[src/rtl/prio_dec_pkg.sv]
// Shared types and helpers for the priority grant decoder.
package prio_dec_pkg;

  typedef enum logic [1:0] {
    StIdle  = 2'd0,
    StGrant = 2'd1,
    StGap   = 2'd2
  } state_e;

  // Decode is sized wider than any supported lane count; callers keep the low N bits.
  localparam int unsigned MaxIdxW  = 6;
  localparam int unsigned MaxLanes = 2 ** MaxIdxW;

  function automatic logic [MaxLanes-1:0] onehot_decode(input logic [MaxIdxW-1:0] idx);
    logic [MaxLanes-1:0] oh;
    oh      = '0;
    oh[idx] = 1'b1;
    return oh;
  endfunction

endpackage

[src/rtl/priority_grant_decoder_hold_timer.sv]
// Grant hold counter: counts cycles while enabled, flags the last allowed grant cycle.
module hold_timer #(
  parameter int unsigned MAX_HOLD = 15,
  parameter int unsigned CNT_W    = 4
) (
  input  logic clk,
  input  logic rst_n,
  input  logic clear,
  input  logic enable,
  output logic expire
);

  logic [CNT_W-1:0] count_q, count_d;

  always_comb begin
    count_d = count_q;
    if (clear) begin
      count_d = '0;
    end else if (enable && (count_q != '1)) begin
      // Saturate rather than wrap; only reachable when the timeout is disabled.
      count_d = count_q + 1'b1;
    end
  end

  always_ff @(posedge clk or negedge rst_n) begin
    if (!rst_n) begin
      count_q <= '0;
    end else begin
      count_q <= count_d;
    end
  end

  assign expire = (MAX_HOLD != 0) && (count_q == CNT_W'(MAX_HOLD - 1));

endmodule

[src/rtl/priority_grant_decoder.sv]
// Turns an encoded index/valid pair into a held, exclusive one-hot grant with
// done/timeout release and a one-cycle dead gap between grants.
module priority_grant_decoder
  import prio_dec_pkg::*;
#(
  parameter int unsigned IDX_W    = 2,
  parameter int unsigned MAX_HOLD = 15,
  parameter int unsigned CNT_W    = 4,
  parameter int unsigned TO_CNT_W = 8
) (
  input  logic                clk,
  input  logic                rst_n,
  input  logic                in_valid,
  input  logic [IDX_W-1:0]    in_idx,
  output logic                in_ready,
  input  logic [2**IDX_W-1:0] done,
  output logic [2**IDX_W-1:0] grant,
  output logic                grant_valid,
  output logic [IDX_W-1:0]    grant_idx,
  output logic                timeout,
  output logic                busy,
  output logic [TO_CNT_W-1:0] timeout_cnt
);

  localparam int unsigned N = 2 ** IDX_W;

  state_e              state_q, state_d;
  logic [N-1:0]        grant_q, grant_d;
  logic                grant_valid_q, grant_valid_d;
  logic [IDX_W-1:0]    grant_idx_q, grant_idx_d;
  logic                timeout_q, timeout_d;
  logic                busy_q, busy_d;
  logic [TO_CNT_W-1:0] timeout_cnt_q, timeout_cnt_d;

  logic                expire;
  logic [MaxLanes-1:0] dec_full;
  logic                unused_dec;

  assign dec_full   = onehot_decode(MaxIdxW'(in_idx));
  assign unused_dec = ^dec_full[MaxLanes-1:N];

  hold_timer #(
    .MAX_HOLD (MAX_HOLD),
    .CNT_W    (CNT_W)
  ) u_hold_timer (
    .clk    (clk),
    .rst_n  (rst_n),
    .clear  (state_q != StGrant),
    .enable (state_q == StGrant),
    .expire (expire)
  );

  always_comb begin
    state_d       = state_q;
    grant_d       = grant_q;
    grant_idx_d   = grant_idx_q;
    timeout_d     = 1'b0;
    timeout_cnt_d = timeout_cnt_q;
    unique case (state_q)
      StIdle: begin
        if (in_valid) begin
          grant_idx_d = in_idx;
          grant_d     = dec_full[N-1:0];
          state_d     = StGrant;
        end
      end
      StGrant: begin
        // Only the held lane's done counts, and it beats a simultaneous expiry.
        if (done[grant_idx_q]) begin
          grant_d = '0;
          state_d = StGap;
        end else if (expire) begin
          grant_d   = '0;
          timeout_d = 1'b1;
          if (timeout_cnt_q != '1) begin
            timeout_cnt_d = timeout_cnt_q + 1'b1;
          end
          state_d = StGap;
        end
      end
      StGap: begin
        state_d = StIdle;
      end
      default: begin
        grant_d = '0;
        state_d = StIdle;
      end
    endcase
    grant_valid_d = |grant_d;
    busy_d        = (state_d != StIdle);
  end

  always_ff @(posedge clk or negedge rst_n) begin
    if (!rst_n) begin
      state_q       <= StIdle;
      grant_q       <= '0;
      grant_valid_q <= 1'b0;
      grant_idx_q   <= '0;
      timeout_q     <= 1'b0;
      busy_q        <= 1'b0;
      timeout_cnt_q <= '0;
    end else begin
      state_q       <= state_d;
      grant_q       <= grant_d;
      grant_valid_q <= grant_valid_d;
      grant_idx_q   <= grant_idx_d;
      timeout_q     <= timeout_d;
      busy_q        <= busy_d;
      timeout_cnt_q <= timeout_cnt_d;
    end
  end

  assign in_ready    = (state_q == StIdle);
  assign grant       = grant_q;
  assign grant_valid = grant_valid_q;
  assign grant_idx   = grant_idx_q;
  assign timeout     = timeout_q;
  assign busy        = busy_q;
  assign timeout_cnt = timeout_cnt_q;

endmodule
[config.mk]
export PLATFORM = sky130hd
export DESIGN_NAME = priority_grant_decoder
export DESIGN_NICKNAME = d
export VERILOG_FILES = /design/src/rtl/prio_dec_pkg.sv /design/src/rtl/priority_grant_decoder_hold_timer.sv /design/src/rtl/priority_grant_decoder.sv
export SDC_FILE = /design/constraint.sdc
export NUM_CORES = 1
export LEC_CHECK = 0
export CORE_MARGIN = 5
export CORE_UTILIZATION = 42
export CTS_CLUSTER_DIAMETER = 200
export DETAILED_ROUTE_END_ITERATION = 6
export GPL_TIMING_DRIVEN = 1
export PLACE_DENSITY = 0.76
export SLEW_MARGIN = 20
export SYNTH_ARGS = -nofsm -noshare
export SYNTH_HDL_FRONTEND = slang
export SYNTH_SLANG_ARGS = --single-unit
[constraint.sdc]
create_clock -name clk -period 2.8 [get_ports clk]
set_input_delay 0.56 -clock clk [delete_from_list [all_inputs] [get_ports clk]]
set_output_delay 0.56 -clock clk [all_outputs]
set_load 0.005 [all_outputs]
# After elaboration in Yosys (flattened, before gate mapping)
# Index checks and enable logic that the tools add are counted.
[word_totals] reg_bits=23 latch_bits=0 ramBits=0 rom_bits=0 out_inout_bits=18 elab_cells=45 n_memories=0
[op_classes] add_sub_neg=2 multipliers=0 div_mod_pow=0 n_lt_le_gt_ge=3 eq_ne=6 n_shift=0 mux=17 bitwise_logic=1 n_reduce_logical=8
[op_table] cell="two-way mux 4 bit" count=5
[op_table] cell="case mux 4 bit (3 select lines)" count=1
[op_table] cell="adder 8 x 1 -> 8 bit, second input constant" count=1
[op_table] cell="inequality test 8 bit, second input constant" count=1
[op_table] cell="less-than comparator 2 x 7 -> 1 bit, second input constant" count=1
[op_table] cell="two-way mux 2 bit" count=3
[op_table] cell="two-way mux 1 bit" count=5
[op_table] cell="adder 4 x 1 -> 4 bit, second input constant" count=1
[op_table] cell="equality test 4 bit, second input constant" count=1
[op_table] cell="inequality test 4 bit, second input constant" count=1
[op_table] cell="case mux 2 bit (2 select lines)" count=1
[op_table] cell="AND reduction 4 bit" count=1
[op_table] cell="nonzero test 2 bit" count=2
[op_table] cell="OR reduction 4 bit" count=1
[op_table] cell="less-than comparator 2 x 3 -> 1 bit, second input constant" count=1
[op_table] cell="binary-select mux 1 bit (select 2 bit)" count=1
[op_table] cell="demux 1 bit (select 2 bit)" count=1
[op_table] cell="equality test 2 x 1 -> 1 bit, second input constant" count=1
[op_table] cell="equality test 2 bit, second input constant" count=1
[op_table] cell="greater-or-equal comparator 2 x 1 -> 1 bit, second input constant" count=1
[op_table] cell="logical AND 1 bit" count=2
[op_table] cell="logical NOT 2 bit" count=1
[op_table] cell="inequality test 2 x 1 -> 1 bit, second input constant" count=1
[op_table] cell="AND reduction 2 bit" count=1
[op_table] cell="NOT 1 bit" count=1

# Depth between registers and ports, before layout
[logic_depth] depth_word=7 ltp_mapped=7

# Cells and area by module
# A second synthesis with hierarchy kept.
[unflattened] cells_unflattened=102 area_unflattened_um2=1188.6
[modules_own_cells] mod="priority_grant_decoder" n_inst=1 cells_per_inst=79 area_each_um2=937.1
[modules_own_cells] mod="hold_timer" n_inst=1 cells_per_inst=23 area_each_um2=251.5

# Least setup slack after synthesis
# Ideal clock, no wire load.
[synth_timing] path_kind="input port to flip-flop" from="in done[3]" to="reg timeout_cnt_q[1] (netlist: timeout_cnt[1])" t_arrival_ns=1.867 required_ns=2.672 path_slack_ns=0.806 cell_stages=4 n_path_buf=0 path_cell_list="mux4_2 -> nand3b_4 -> a31oi_1 -> mux2_1"
[synth_via] elab_chain_cells=4
[synth_rtl] element="start, declared" line_no="priority_grant_decoder.sv:16" text="input logic [2**IDX_W-1:0] done,"
[synth_rtl] element="binary-select mux 1 bit (select 2 bit)" line_no="priority_grant_decoder.sv:69" text="if (done[grant_idx_q]) begin"
[synth_rtl] element="two-way mux 1 bit (not written as such)" line_no="priority_grant_decoder.sv:69"
[synth_rtl] element="NOT 1 bit (no line)"
[synth_rtl] element="AND reduction 4 bit (no line)"
[synth_rtl] element="end signal, assigned" line_no="priority_grant_decoder.sv:109" text="timeout_cnt_q <= timeout_cnt_d;"
[synth_rtl] element="end, declared" line_no="priority_grant_decoder.sv:33" text="logic [TO_CNT_W-1:0] timeout_cnt_q, timeout_cnt_d;"
# Every way passes these cells. The select of a mux whose other input is x is not followed.
# A chain may end at the register's enable or synchronous reset.

# Worst setup path after layout
# Same ends and word-level chain as after synthesis.

==> summary.md <==
| Metric | Value |
|---|---|
| Number of remaining DRC errors | `0` |
| Fill cells | `237` |
| Largest net degree at the start of global routing | `24` |
| Status | `complete, no violations` |
| H-tree depth | `1` |
| Fin Setup TNS | `0 ps` |
| I/O Buffers | `26` |
| DP Area | `0.00148 sq mm` |
| Critical path class | `input port to flop` |
| Utilization after layout | `0.551` |
| Core Footprint | `0.00273 sq mm` |
| Data arrival time of the worst path | `2370 ps` |
| Max Slew Vio Count | `0` |
| Detailed placement HPWL | `1.77 mm` |
| Final setup viols | `0` |
| Antenna violations before repair | `0` |
| Vias | `903` |
| Hold depth | `1` |
| CTS tree | `done` |
| Syn-to-layout area delta | `26.2%` |
| Final ANT Viol Nets | `0` |
| Hold buffers post-CTS | `0` |
| Crit path max fanout | `8` |
| Grt ovf | `0` |
| CP Capture Type | `flop` |
| Max-cap violations | `0` |
| Fmax | `460 MHz` |
| Root buffer cell | `clkbuf_4` |
| Mean Syn Cell Area | `11.3 sq um` |
| Nets | `145` |
| Top Ports | `27` |
| Seq/Total Area, Yosys | `0.482` |
| Register Area | `576 sq um` |
| DIE WIDTH | `63.3 um` |
| WL/cell | `14.1 um` |
| Post-synth cell types | `35` |
| Clk pin slew, worst setup/hold paths | `120 ps` |
| Num rows | `19` |
| Slew HR | `0.725` |
| Worst skew pair latency | `300 ps` |
| Die height | `63.3 um` |
| Setup Fix Bufs, Post-CTS | `0` |
| Multi-input gate area | `576 sq um` |
| Register bit count reported by yosys | `23` |
| Placer Congestion | `0.759` |
| Initial Util | `0.437` |
| Post-synthesis net count | `118` |
| Final WL | `2.29 mm` |
| Max IR drop VDD | `0.000403 V` |
| First-pass GRT wire length | `4.21 mm` |
| Number of antenna diodes | `0` |
| CTS Sinks | `23` |
| Share of layout cells above drive strength 1 | `0.0985` |
| # resized after CTS | `0` |
| HP Class | `flop to flop` |
| Fin crit share | `0.776` |
| Initial DRC Count | `39` |
| Syn Inst Count | `106` |
| Layout Skew | `1.45 ps` |
| Most frequent cells in the layout | `26 x clkdlybuf4s50_1, 23 x dfrtp_1, 11 x nor2_1` |
| R2r worst-path depth | `4` |
| Syn. warnings | `0` |
| Drt via density | `5.54` |
| Synthesized area | `0.00119 sq mm` |
| Hold Vio Cnt, Final | `0` |
| Commonest non-fill, non-tap cell in the layout | `clkdlybuf4s50_1` |
| Num CTS Buffers | `3` |
| Bufs on Longest Clock Path | `2` |
| Crit path launch type | `input port` |
| Final worst path period need | `2170 ps` |
| Worst Path Required | `3000 ps` |
| Detailed Routing Iterations Pass 1 | `4` |
| RSZ-0062 raised after global routing | `false` |
| Final Cell Area | `0.00151 sq mm` |
| Die footprint | `0.00401 sq mm` |
| Gr usage total | `0.127` |
| Vias in the first global route | `920` |
| Pleak | `0.708 nW` |
| Worst slew pin tran | `413 ps` |
| Pwr Density | `682 mW/mm^2` |
==> report_power, final <==
part / switching [W] / leakage (nW) / internal [W]
sequential: 0.0000875 / 0.307 / 0.000409
clock: 0.0000955 / 0.0177 / 0.0000533
combinational: 0.000153 / 0.384 / 0.000230
total: 0.000336 / 0.708 / 0.000692
==> per-stage QoR <==
| step | worst slack (ps) | instances | hold WS, ps | total power [W] |
|---|---|---|---|---|
| after global placement | 347 | 159 | 470 | 0.000880 |
| after floorplan | 806 | 106 | 264 | 0.000708 |
| after CTS | 635 | 163 | 501 | 0.00105 |
| after global routing | 564 | 163 | 509 | 0.00111 |
| final | 627 | 163 | 495 | 0.00103 |
| after detailed placement | 292 | 159 | 481 | 0.000891 |
==> flip-flops by register name, summed over array words and instances (netlist names) <==
| signal | count |
|---|---|
| busy | 1 |
| grant | 4 |
| grant_idx | 2 |
| grant_valid | 1 |
| state_q | 2 |
| timeout | 1 |
| timeout_cnt | 8 |
| u_hold_timer.count_q | 4 |
==> kinds of logic (layout without fill, tap and decap cells) <==
family / count (synthesis) / count (layout) / synth area share
AOI/OAI and AO/OA: 19 / 19 / 0.153
xor gates and xnor gates: 8 / 8 / 0.0586
adders and majority gates: 3 / 3 / 0.0314
buffers and inverters: 11 / 37 / 0.0366
DFF: 23 / 23 / 0.482
muxes: 6 / 6 / 0.0639
and+or+nand+nor: 36 / 36 / 0.175
==> cell usage after synthesis (all sizes together) <==
master / number / area share
ha: 3 / 0.031
xor2: 7 / 0.051
a211oi: 3 / 0.019
nor2b: 1 / 0.0052
mux2: 3 / 0.028
nor2: 11 / 0.035
or4b: 1 / 0.0084
nand3b: 1 / 0.017
o32ai: 2 / 0.015
a2bb2oi: 1 / 0.0073
nor3: 2 / 0.0084
nand2: 5 / 0.016
a311oi: 2 / 0.015
and4b: 1 / 0.0084
or4bb: 1 / 0.0094
clkbuf: 2 / 0.0063
a21oi: 4 / 0.017
dfrtp: 23 / 0.48
a31oi: 2 / 0.010
mux4: 1 / 0.019
nand3: 5 / 0.021
mux2i: 2 / 0.017
and2b: 1 / 0.0073
nor4bb: 1 / 0.0084
inv: 6 / 0.019
xnor2: 1 / 0.0073
and3: 3 / 0.016
a2111oi: 3 / 0.059
buf: 3 / 0.012
o21ai: 1 / 0.0042
nand2b: 3 / 0.016
o22a: 1 / 0.0073
==> final cells by class <==
class,count,area share
clock buffer,3,0.0149
sequential,23,0.382
multi-input combinational,72,0.382
clock inverter,1,0.00332
tap,31,0.0257
timing repair buffer,27,0.178
inverter,6,0.0149
==> per-layer routing <==
metal | wire (um) | up-vias | global-route usage
li1 | - | 432 | -
met1 | 1050 | 445 | 0.165
met2 | 1100 | 22 | 0.202
met3 | 96 | 4 | 0.0249
met4 | 48 | 0 | 0.0597
met5 | 0 | - | 0
==> final timing paths <==
kind                                 from        endpoint  slack, ps
max in group asynchronous           rst_n  timeout_cnt[5]       2000
min reg2reg                timeout_cnt[4]  timeout_cnt[4]        490
min in group asynchronous           rst_n        grant[2]        580
min                        timeout_cnt[4]  timeout_cnt[4]        490
max                               done[3]  timeout_cnt[1]        630
max reg2reg                  grant_idx[0]  timeout_cnt[1]        820
==> worst max-delay path: stages <==
cell             delay [ps]
clkdlybuf4s50_1         390
mux4_2                  540
nand3b_4                260
a31oi_1                 270
mux2_1                  350
Power figures use the tool's default switching activity.
